--- config.mk ---
export PLATFORM = sky130hd
export DESIGN_NAME = regfile_mp
export DESIGN_NICKNAME = d
export VERILOG_FILES = /design/src/rtl/regfile_pkg.sv /design/src/rtl/regfile_scoreboard.sv /design/src/rtl/regfile_mp.sv
export SDC_FILE = /design/constraint.sdc
export NUM_CORES = 1
export LEC_CHECK = 0
export CAP_MARGIN = 25
export CORE_MARGIN = 1.5
export CORE_UTILIZATION = 40
export CTS_CLUSTER_DIAMETER = 100
export CTS_CLUSTER_SIZE = 24
export DETAILED_ROUTE_END_ITERATION = 8
export PLACE_DENSITY = 0.54
export REMOVE_ABC_BUFFERS = 1
export SLEW_MARGIN = 10
export SYNTH_ARGS = -nofsm -noshare
export SYNTH_HDL_FRONTEND = slang
export SYNTH_SLANG_ARGS = --single-unit
--- constraint.sdc ---
create_clock -name clk -period 9.7 [get_ports clk]
set_input_delay 2.91 -clock clk [delete_from_list [all_inputs] [get_ports clk]]
set_output_delay 2.91 -clock clk [all_outputs]
set_load 0.02 [all_outputs]
--- src/rtl/regfile_pkg.sv ---
// Shared definitions for the multi-port integer register file.
//   - regfile_state_e : clear-sequence FSM states
//   - XLEN_DEFAULT / NREGS_DEFAULT : default data width and register count
package regfile_pkg;

    localparam int unsigned XLEN_DEFAULT  = 32;
    localparam int unsigned NREGS_DEFAULT = 32;

    typedef enum logic {
        StInit = 1'b0,
        StRun  = 1'b1
    } regfile_state_e;

endpackage

--- src/rtl/regfile_scoreboard.sv ---
// Per-register busy scoreboard for hazard detection.
// Ports:
//   clk, rst_n     clock, synchronous active-low reset (clears all busy bits)
//   i_alloc_en     set busy for i_alloc_addr at posedge (ignored for register 0)
//   i_alloc_addr   destination register being allocated
//   i_wr_en        per-write-port enables; an enabled write clears busy of its target
//   i_wr_addr      per-write-port addresses, flat NWRITE*AW
//   o_busy         registered busy bits, bit 0 always 0
module regfile_scoreboard #(
    parameter int unsigned NREGS  = 32,
    parameter int unsigned NWRITE = 1,
    parameter int unsigned AW     = $clog2(NREGS)
) (
    input  logic                 clk,
    input  logic                 rst_n,
    input  logic                 i_alloc_en,
    input  logic [AW-1:0]        i_alloc_addr,
    input  logic [NWRITE-1:0]    i_wr_en,
    input  logic [NWRITE*AW-1:0] i_wr_addr,
    output logic [NREGS-1:0]     o_busy
);

    logic [NREGS-1:0] r_busy;
    logic [NREGS-1:0] w_busy_d;

    // Clears first, then alloc: a new producer supersedes a completing one.
    always_comb begin
        w_busy_d = r_busy;
        for (int j = 0; j < NWRITE; j++) begin
            if (i_wr_en[j]) begin
                w_busy_d[i_wr_addr[j*AW +: AW]] = 1'b0;
            end
        end
        if (i_alloc_en) begin
            w_busy_d[i_alloc_addr] = 1'b1;
        end
        w_busy_d[0] = 1'b0;
    end

    always_ff @(posedge clk) begin
        if (!rst_n) begin
            r_busy <= '0;
        end else begin
            r_busy <= w_busy_d;
        end
    end

    assign o_busy = r_busy;

endmodule

--- src/rtl/regfile_mp.sv ---
// Parametrised multi-port integer register file with write-to-read bypass,
// busy scoreboard and a sequential clear after reset.
// Ports:
//   clk, rst_n     clock, synchronous active-low reset
//   rd_addr_i      NREAD read addresses (flat)
//   rd_data_o      NREAD read data, combinational (bypass > storage, x0 = 0)
//   rd_busy_o      per read port: register has an outstanding, non-bypassable producer
//   wr_en_i        NWRITE write enables
//   wr_addr_i      NWRITE write addresses (flat)
//   wr_data_i      NWRITE write data (flat)
//   alloc_en_i     decode allocates destination alloc_addr_i (sets busy)
//   alloc_addr_i   destination register
//   init_done_o    clear sequence finished, file usable
module regfile_mp
    import regfile_pkg::*;
#(
    parameter  int unsigned XLEN   = XLEN_DEFAULT,
    parameter  int unsigned NREGS  = NREGS_DEFAULT,
    parameter  int unsigned NREAD  = 2,
    parameter  int unsigned NWRITE = 1,
    localparam int unsigned AW     = $clog2(NREGS)
) (
    input  logic                   clk,
    input  logic                   rst_n,
    input  logic [NREAD*AW-1:0]    rd_addr_i,
    output logic [NREAD*XLEN-1:0]  rd_data_o,
    output logic [NREAD-1:0]       rd_busy_o,
    input  logic [NWRITE-1:0]      wr_en_i,
    input  logic [NWRITE*AW-1:0]   wr_addr_i,
    input  logic [NWRITE*XLEN-1:0] wr_data_i,
    input  logic                   alloc_en_i,
    input  logic [AW-1:0]          alloc_addr_i,
    output logic                   init_done_o
);

    regfile_state_e r_state, w_state_d;
    logic [AW-1:0]  r_init_ptr, w_init_ptr_d;
    logic           w_init_we;
    logic           w_run;

    logic [XLEN-1:0]   r_mem [NREGS];
    logic [NWRITE-1:0] w_wr_en;
    logic              w_alloc_en;
    logic [NREGS-1:0]  w_busy;
    logic [NREAD-1:0]  w_hit;
    logic [XLEN-1:0]   w_byp_data [NREAD];

    // ---------------------------------------------------------------
    // Clear-sequence FSM
    // ---------------------------------------------------------------
    always_ff @(posedge clk) begin
        if (!rst_n) begin
            r_state    <= StInit;
            r_init_ptr <= '0;
        end else begin
            r_state    <= w_state_d;
            r_init_ptr <= w_init_ptr_d;
        end
    end

    always_comb begin
        w_state_d    = r_state;
        w_init_ptr_d = r_init_ptr;
        w_init_we    = 1'b0;
        unique case (r_state)
            StInit: begin
                w_init_we    = 1'b1;
                w_init_ptr_d = r_init_ptr + 1'b1;
                if (r_init_ptr == AW'(NREGS - 1)) begin
                    w_state_d = StRun;
                end
            end
            StRun: begin
                w_state_d = StRun;
            end
        endcase
    end

    assign w_run       = (r_state == StRun);
    assign init_done_o = w_run;

    // Writes and allocs only take effect once the file is usable.
    assign w_wr_en    = wr_en_i & {NWRITE{w_run}};
    assign w_alloc_en = alloc_en_i & w_run & (alloc_addr_i != '0);

    // ---------------------------------------------------------------
    // Storage: no reset; the clear sequence zeroes it. Ascending port
    // order makes the highest-index port win on an address collision.
    // ---------------------------------------------------------------
    always_ff @(posedge clk) begin
        if (rst_n) begin
            if (w_init_we) begin
                r_mem[r_init_ptr] <= '0;
            end else begin
                for (int j = 0; j < NWRITE; j++) begin
                    if (w_wr_en[j] && (wr_addr_i[j*AW +: AW] != '0)) begin
                        r_mem[wr_addr_i[j*AW +: AW]] <= wr_data_i[j*XLEN +: XLEN];
                    end
                end
            end
        end
    end

    // ---------------------------------------------------------------
    // Scoreboard
    // ---------------------------------------------------------------
    regfile_scoreboard #(
        .NREGS  (NREGS),
        .NWRITE (NWRITE),
        .AW     (AW)
    ) u_scoreboard (
        .clk          (clk),
        .rst_n        (rst_n),
        .i_alloc_en   (w_alloc_en),
        .i_alloc_addr (alloc_addr_i),
        .i_wr_en      (w_wr_en),
        .i_wr_addr    (wr_addr_i),
        .o_busy       (w_busy)
    );

    // ---------------------------------------------------------------
    // Read ports with bypass; highest-index matching write port wins.
    // ---------------------------------------------------------------
    always_comb begin
        w_hit     = '0;
        rd_data_o = '0;
        rd_busy_o = '0;
        for (int i = 0; i < NREAD; i++) begin
            w_byp_data[i] = '0;
            for (int j = 0; j < NWRITE; j++) begin
                if (w_wr_en[j] && (wr_addr_i[j*AW +: AW] == rd_addr_i[i*AW +: AW])) begin
                    w_hit[i]      = 1'b1;
                    w_byp_data[i] = wr_data_i[j*XLEN +: XLEN];
                end
            end
            if (w_run && (rd_addr_i[i*AW +: AW] != '0)) begin
                rd_data_o[i*XLEN +: XLEN] = w_hit[i] ? w_byp_data[i]
                                                     : r_mem[rd_addr_i[i*AW +: AW]];
                rd_busy_o[i] = w_busy[rd_addr_i[i*AW +: AW]] & ~w_hit[i];
            end
        end
    end

endmodule

**Word level (Yosys, flattened, before mapping)**

Memory sizes are Yosys's and may differ from the RTL's.
Cells that the tools add are included.

- $add $sub $neg: 1
- $lt $le $gt $ge: 6
- Equal/unequal tests: 3
- Multiplexer cells: 32
- Bitwise logic cells: 11
- Reduce and logical (&&, ||, !) cells: 12

Operators by type and width:

| kind | count |
|---|---|
| 32-bit two-way mux | 9 |
| 32-bit bitwise AND | 1 |
| 32-bit inverter | 1 |
| 32-bit bitwise OR | 1 |
| 32-bit OR reduction | 1 |
| 5-bit by 6-bit < comparator with 1-bit output (second input constant) | 4 |
| 5-bit nonzero test | 4 |
| 1-bit two-way mux | 17 |
| 1-bit binary-select mux with 5-bit select | 2 |
| 1-bit demux with 5-bit select | 2 |
| 5-bit == test | 2 |
| 5-bit by 1-bit greater-or-equal comparator with 1-bit output (second input constant) | 2 |
| 1-bit logical AND | 7 |
| 5-bit by 1-bit adder with 5-bit output (second input constant) | 1 |
| 1-bit bitwise AND | 5 |
| 5-bit == test (second input constant) | 1 |
| 5-bit two-way mux | 1 |
| 1-bit inverter | 3 |
| 1-bit case mux with 2 select lines | 1 |

- Bits in registers: 38
- Memory bits (writable): 1,024
- Input port bits: 56
- Output and inout bits: 67
- Word-level logic and storage cells: 70
- Memories: 1

Memories:

| memory | depth | bits a word | read ports | clocked after Yosys merged registers in | write ports | RTL line | RTL |
|---|---|---|---|---|---|---|---|
| r_mem | 32 | 32 | 2 | 0 | 1 | regfile_mp.sv:41 | `logic [XLEN-1:0] r_mem [NREGS];` |

**Logic depth before layout (Yosys ltp)**

- Word-level depth: 9
- Gate-level depth with buffers: 10

**By module**

Synthesis repeated with hierarchy kept, for this count alone.

- Cells, all modules: 2,839
- Area, all modules: 50,272.0 um2

By module, submodules not included:

| module | times used | cells each | area each (um2) | seq. area each (um2) |
|---|---|---|---|---|
| regfile_mp | 1 | 2,705 | 48,974.5 | 30,869.6 |
| regfile_scoreboard | 1 | 134 | 1,297.5 | 620.6 |

**Worst setup path before layout**

OpenSTA, ideal clock, no wires.

- Path kind: input to output
- Start point: input port rd_addr_i[1]
- End point: output port rd_data_o[0]
- Arrival time: 4.648 ns
- Data required time: 6.790 ns
- Slack: 2.142 ns
- Stages: 7
- Buffers on the path: 3
- Cells stage by stage: buf_2 clkbuf_1 clkbuf_1 mux4_2 a22oi_1 a21oi_1 a211o_1

- Word-level cells in the longest chain between the ends: 5
- Elaborated cells between the ends (all ways): 9
- Classes of those cells: eq/ne: 1; mux: 4; reduce/logical: 3; memory: 1

Ends and longest elaborated chain:

| item | RTL line | RTL |
|---|---|---|
| from (decl) | regfile_mp.sv:25 | `input logic [NREAD*AW-1:0] rd_addr_i,` |
| branches (longest 4 deep; another with memory 32 x 32 bit) | n/a |  |
| 32-bit two-way mux (*) | regfile_mp.sv:136 | `if (w_run && (rd_addr_i[i*AW +: AW] != '0)) begin` |
| to (decl) | regfile_mp.sv:26 | `output logic [NREAD*XLEN-1:0] rd_data_o,` |

Mark *: on every way between the ends.

**Final worst setup path**

- Start point: input port rd_addr_i[6]
- End point: output port rd_data_o[39]

Same word-level chain as after synthesis.

==> metrics.md <==
| Metric | Value |
|---|---|
| GR Overflow Total | 0 |
| Post-cts gate resize count | 0 |
| Adder and majority gate portion of the synthesized area | less than 1% |
| Number of fillers in the final layout | between 10000 and 15000 |
| Area of the placeable core | approximately 130000 µm² |
| Leading cell types by count after synthesis | sky130_fd_sc_hd__edfxtp_1, sky130_fd_sc_hd__mux4_2, sky130_fd_sc_hd__mux2i_1 |
| Worst skew pair latency | between 700 and 800 ps |
| Drt wl/cell | between 30 and 40 µm |
| End-of-flow core utilization | approximately 45% |
| Number of detailed-route iterations in the first pass | 6 |
| Post-route antenna net violation count | 0 |
| Number of flops mapped to enable cells by yosys | ~1000 |
| Count of buffers from port buffering | 122 |
| Fraction of registers with async set or reset after synthesis | 0% |
| Worst Max-Slew Pin Slew | about 1000 ps |
| Most common cell in the synthesized netlist | sky130_fd_sc_hd__edfxtp_1 |
| Total setup buffers inserted after CTS | 0 |
| Fmax | between 0.1 and 0.15 GHz |
| Vertical extent of the die | roughly 360 µm |
| HPWL after DPL | between 100000 and 150000 µm |
| Category of the critical setup timing path | primary input to output port |
| Peak supply drop | 0.000127 V |
| Endpoint arrival time on the critical path | roughly 6200 ps |
| Post-route clock period utilization | 93.6% |
| Sequential share of the synthesized area | 61.5% |
| Final weighted congestion in routability-driven placement | around 0.82 |
| Critical path fanouts, max | 38 |
| Kind of start point of the critical path | primary input |
| Total track usage | around a quarter |
| Final wirelength | 166000 µm |
| Final setup vio count | 0 |
| TritonCTS clock tree | built |
| Synth-to-layout area growth | 11.4% |
| Starting Density | approximately 40% |
| Clock root buffer | sky130_fd_sc_hd__clkbuf_16 |
| Post-synth cell types | 56 |
| First-pass GRT wire length | roughly 240000 µm |
| Max-slew violation count | 0 |
| Vias per inst | around 6.6 |
| Number of antenna violations at the first check in global routing | 0 |
| Fin area | ~57000 µm² |
| Seq cells post-synth | 1061 |
| Max-capacitance violation count | 0 |
| Clock sinks | 1061 |
| Number of DRC markers in iteration 0 | ~3600 |
| Status | complete, no violations |
| Compound-Gate Fraction of Synth Area | approximately a tenth |
| Top FF cell, synth | sky130_fd_sc_hd__edfxtp_1 |
| Number of hold violations in the final report | 0 |
| Antenna diode count | 0 |
| Synthesized area | 51200 µm² |
| Hold Crit Class | flop to flop |
| Area enclosed by the die boundary | roughly 130000 µm² |
| Area contributors post-synth | sky130_fd_sc_hd__edfxtp_1, sky130_fd_sc_hd__mux4_2, sky130_fd_sc_hd__mux2i_1 |
| Number of global-route vias before repair | approximately 33000 |
| Overall die width | roughly 360 µm |
| Multiplexer area fraction after synthesis | between 20% and 30% |
| Yosys warning count | 0 |
| RSZ-0062 raised after global routing | false |
| Largest net degree at the start of global routing | 88 |
| Post-synthesis simple-gate area fraction | under 10% |
| Worst-case headroom to the max-slew limit | between 20 and 30% |
| Register area | between 30000 and 40000 µm² |
| Setup_tns | 0 ps |
| DRC errors left | 0 |
| Area of combinational cells with multiple inputs | approximately 19000 µm² |
| Minimum period implied by the final worst setup slack | 9080 ps |
| Worst Path Required | just under 7000 ps |
| Main combinational cell family by area after synthesis | multiplexers |
| Maximum clock path buffer count | 3 |
| Static Leakage | 17.8 nW |
| Library cell occupying the most area in the post-synthesis netlist | sky130_fd_sc_hd__edfxtp_1 |
| Post-synth top area share | approximately three fifths |
| Pwr dens | about 140 nW/µm² |
| Crit. End Element | output port |
| Final setup skew | between 30 and 40 ps |
| Count of nets after finishing | between 3000 and 4000 |
| Mapped Cells | between 2000 and 3000 |
| Num CTS Buffers | 52 |
| Via count | slightly above 30000 |
| I/O Pins | 123 |
| Reg clk slew, reported paths | 80 ps |
| Synthesized area divided by synthesized cell count | 17.3 µm² |
| Placed instance area | around 55000 µm² |
| Placement Rows | ~130 |
| Parity-gate share of the synthesized area counting xor and xnor cells | less than 1% |
| H-tree depth | 2 |
| Hold-fix buffer count after cts | 0 |
| Share of cells above drive strength 1 | between 20% and 30% |
==> worst max-delay path, stage by stage <==
cell and delay, ps:
sky130_fd_sc_hd__buf_8 330, sky130_fd_sc_hd__buf_12 360, sky130_fd_sc_hd__buf_4 350, sky130_fd_sc_hd__mux4_2 260, sky130_fd_sc_hd__mux2i_1 70, sky130_fd_sc_hd__a2111oi_0 850, sky130_fd_sc_hd__buf_4 230, sky130_fd_sc_hd__a211o_1 90
sky130_fd_sc_hd__clkdlybuf4s50_1 610
==> final timing paths <==
kind	startpoint	end	slack, ps	cells after the start
worst max-delay path	rd_addr_i[6]	rd_data_o[39]	620	9
worst min-delay path	u_scoreboard.o_busy[6]	u_scoreboard.o_busy[6]	510	2
worst max register to register	init_done_o	r_mem[9][8]	5430	8
worst min register to register	u_scoreboard.o_busy[6]	u_scoreboard.o_busy[6]	510	2
==> through the flow <==
step           instances  setup slack [ps]  power, mW  hold WS [ps]
2_1_floorplan       2700               807       5.39           464
4_1_cts             4713               540       8.28           505
6_report            4742               618       8.24           507
5_1_grt             4742               363       8.45           525
3_5_place_dp        4644               547       5.76           491
3_3_place_gp        4629               340       5.76           478
==> final cells by class <==
class / count / share of cell area [%]
flip-flops and latches: 1061 / 55.2
multi-input cells: 1630 / 32.5
repair buffers: 311 / 5.90
well taps: 1662 / 3.65
clock buffers: 61 / 2.40
clock inverters: 8 / 0.244
inverters: 9 / 0.0592
==> registers in the layout (all words and copies together) (netlist names) <==
| signal | cells |
|---|---|
| u_scoreboard.o_busy | 31 |
| r_mem | 1024 |
| init_done_o | 1 |
| r_init_ptr | 5 |
==> where the power goes <==
part	total, mW	switching [mW]	leakage (nW)	internal [mW]
registers	4.99	0.0145	8.99	4.97
logic	0.673	0.402	8.10	0.271
clock network	2.58	1.51	0.743	1.07
==> placed cells by master (no fill, tap or decap), types with 6 or more instances in the layout <==
| cell | count |
|---|---|
| sky130_fd_sc_hd__inv_1 | 6 |
| sky130_fd_sc_hd__nand2_1 | 55 |
| sky130_fd_sc_hd__nand2b_1 | 8 |
| sky130_fd_sc_hd__nor2b_1 | 35 |
| sky130_fd_sc_hd__mux2_2 | 32 |
| sky130_fd_sc_hd__o221ai_1 | 30 |
| sky130_fd_sc_hd__a221oi_1 | 122 |
| sky130_fd_sc_hd__a21boi_0 | 31 |
| sky130_fd_sc_hd__nor3_1 | 9 |
| sky130_fd_sc_hd__a211o_1 | 63 |
| sky130_fd_sc_hd__mux4_2 | 378 |
| sky130_fd_sc_hd__buf_4 | 129 |
| sky130_fd_sc_hd__buf_8 | 25 |
| sky130_fd_sc_hd__clkbuf_16 | 53 |
| sky130_fd_sc_hd__xnor2_1 | 9 |
| sky130_fd_sc_hd__a211oi_1 | 62 |
| sky130_fd_sc_hd__nand3_1 | 12 |
| sky130_fd_sc_hd__buf_12 | 30 |
| sky130_fd_sc_hd__o21bai_1 | 30 |
| sky130_fd_sc_hd__clkdlybuf4s50_1 | 111 |
| sky130_fd_sc_hd__dfxtp_1 | 37 |
| sky130_fd_sc_hd__nor4_1 | 6 |
| sky130_fd_sc_hd__buf_16 | 9 |
| sky130_fd_sc_hd__and2_1 | 35 |
| sky130_fd_sc_hd__a22oi_1 | 90 |
| sky130_fd_sc_hd__o21ai_0 | 64 |
| sky130_fd_sc_hd__nor3b_1 | 10 |
| sky130_fd_sc_hd__nor2_4 | 33 |
| sky130_fd_sc_hd__mux2i_1 | 317 |
| sky130_fd_sc_hd__a2111oi_0 | 29 |
| sky130_fd_sc_hd__nor2_1 | 19 |
| sky130_fd_sc_hd__a31oi_1 | 38 |
| sky130_fd_sc_hd__edfxtp_1 | 1024 |
| sky130_fd_sc_hd__a21oi_1 | 62 |
==> kinds of logic after synthesis <==
| kind of cell | count (synthesis) |
|---|---|
| muxes | 727 |
| AOI/OAI and AO/OA | 642 |
| and+or+nand+nor | 247 |
| buffers and inverters | 261 |
| xor gates and xnor gates | 12 |
| adders and majority gates | 2 |
| DFF | 1061 |
==> layer usage <==
layer | up-vias | routed length, µm | track usage [%]
li1 | 12795 | - | -
met1 | 16783 | 68100 | 33.8
met2 | 1318 | 82200 | 42.5
met3 | 271 | 10300 | 3.12
met4 | 0 | 5400 | 8.18
met5 | - | 0 | 0
Power figures use the tool's default switching activity.
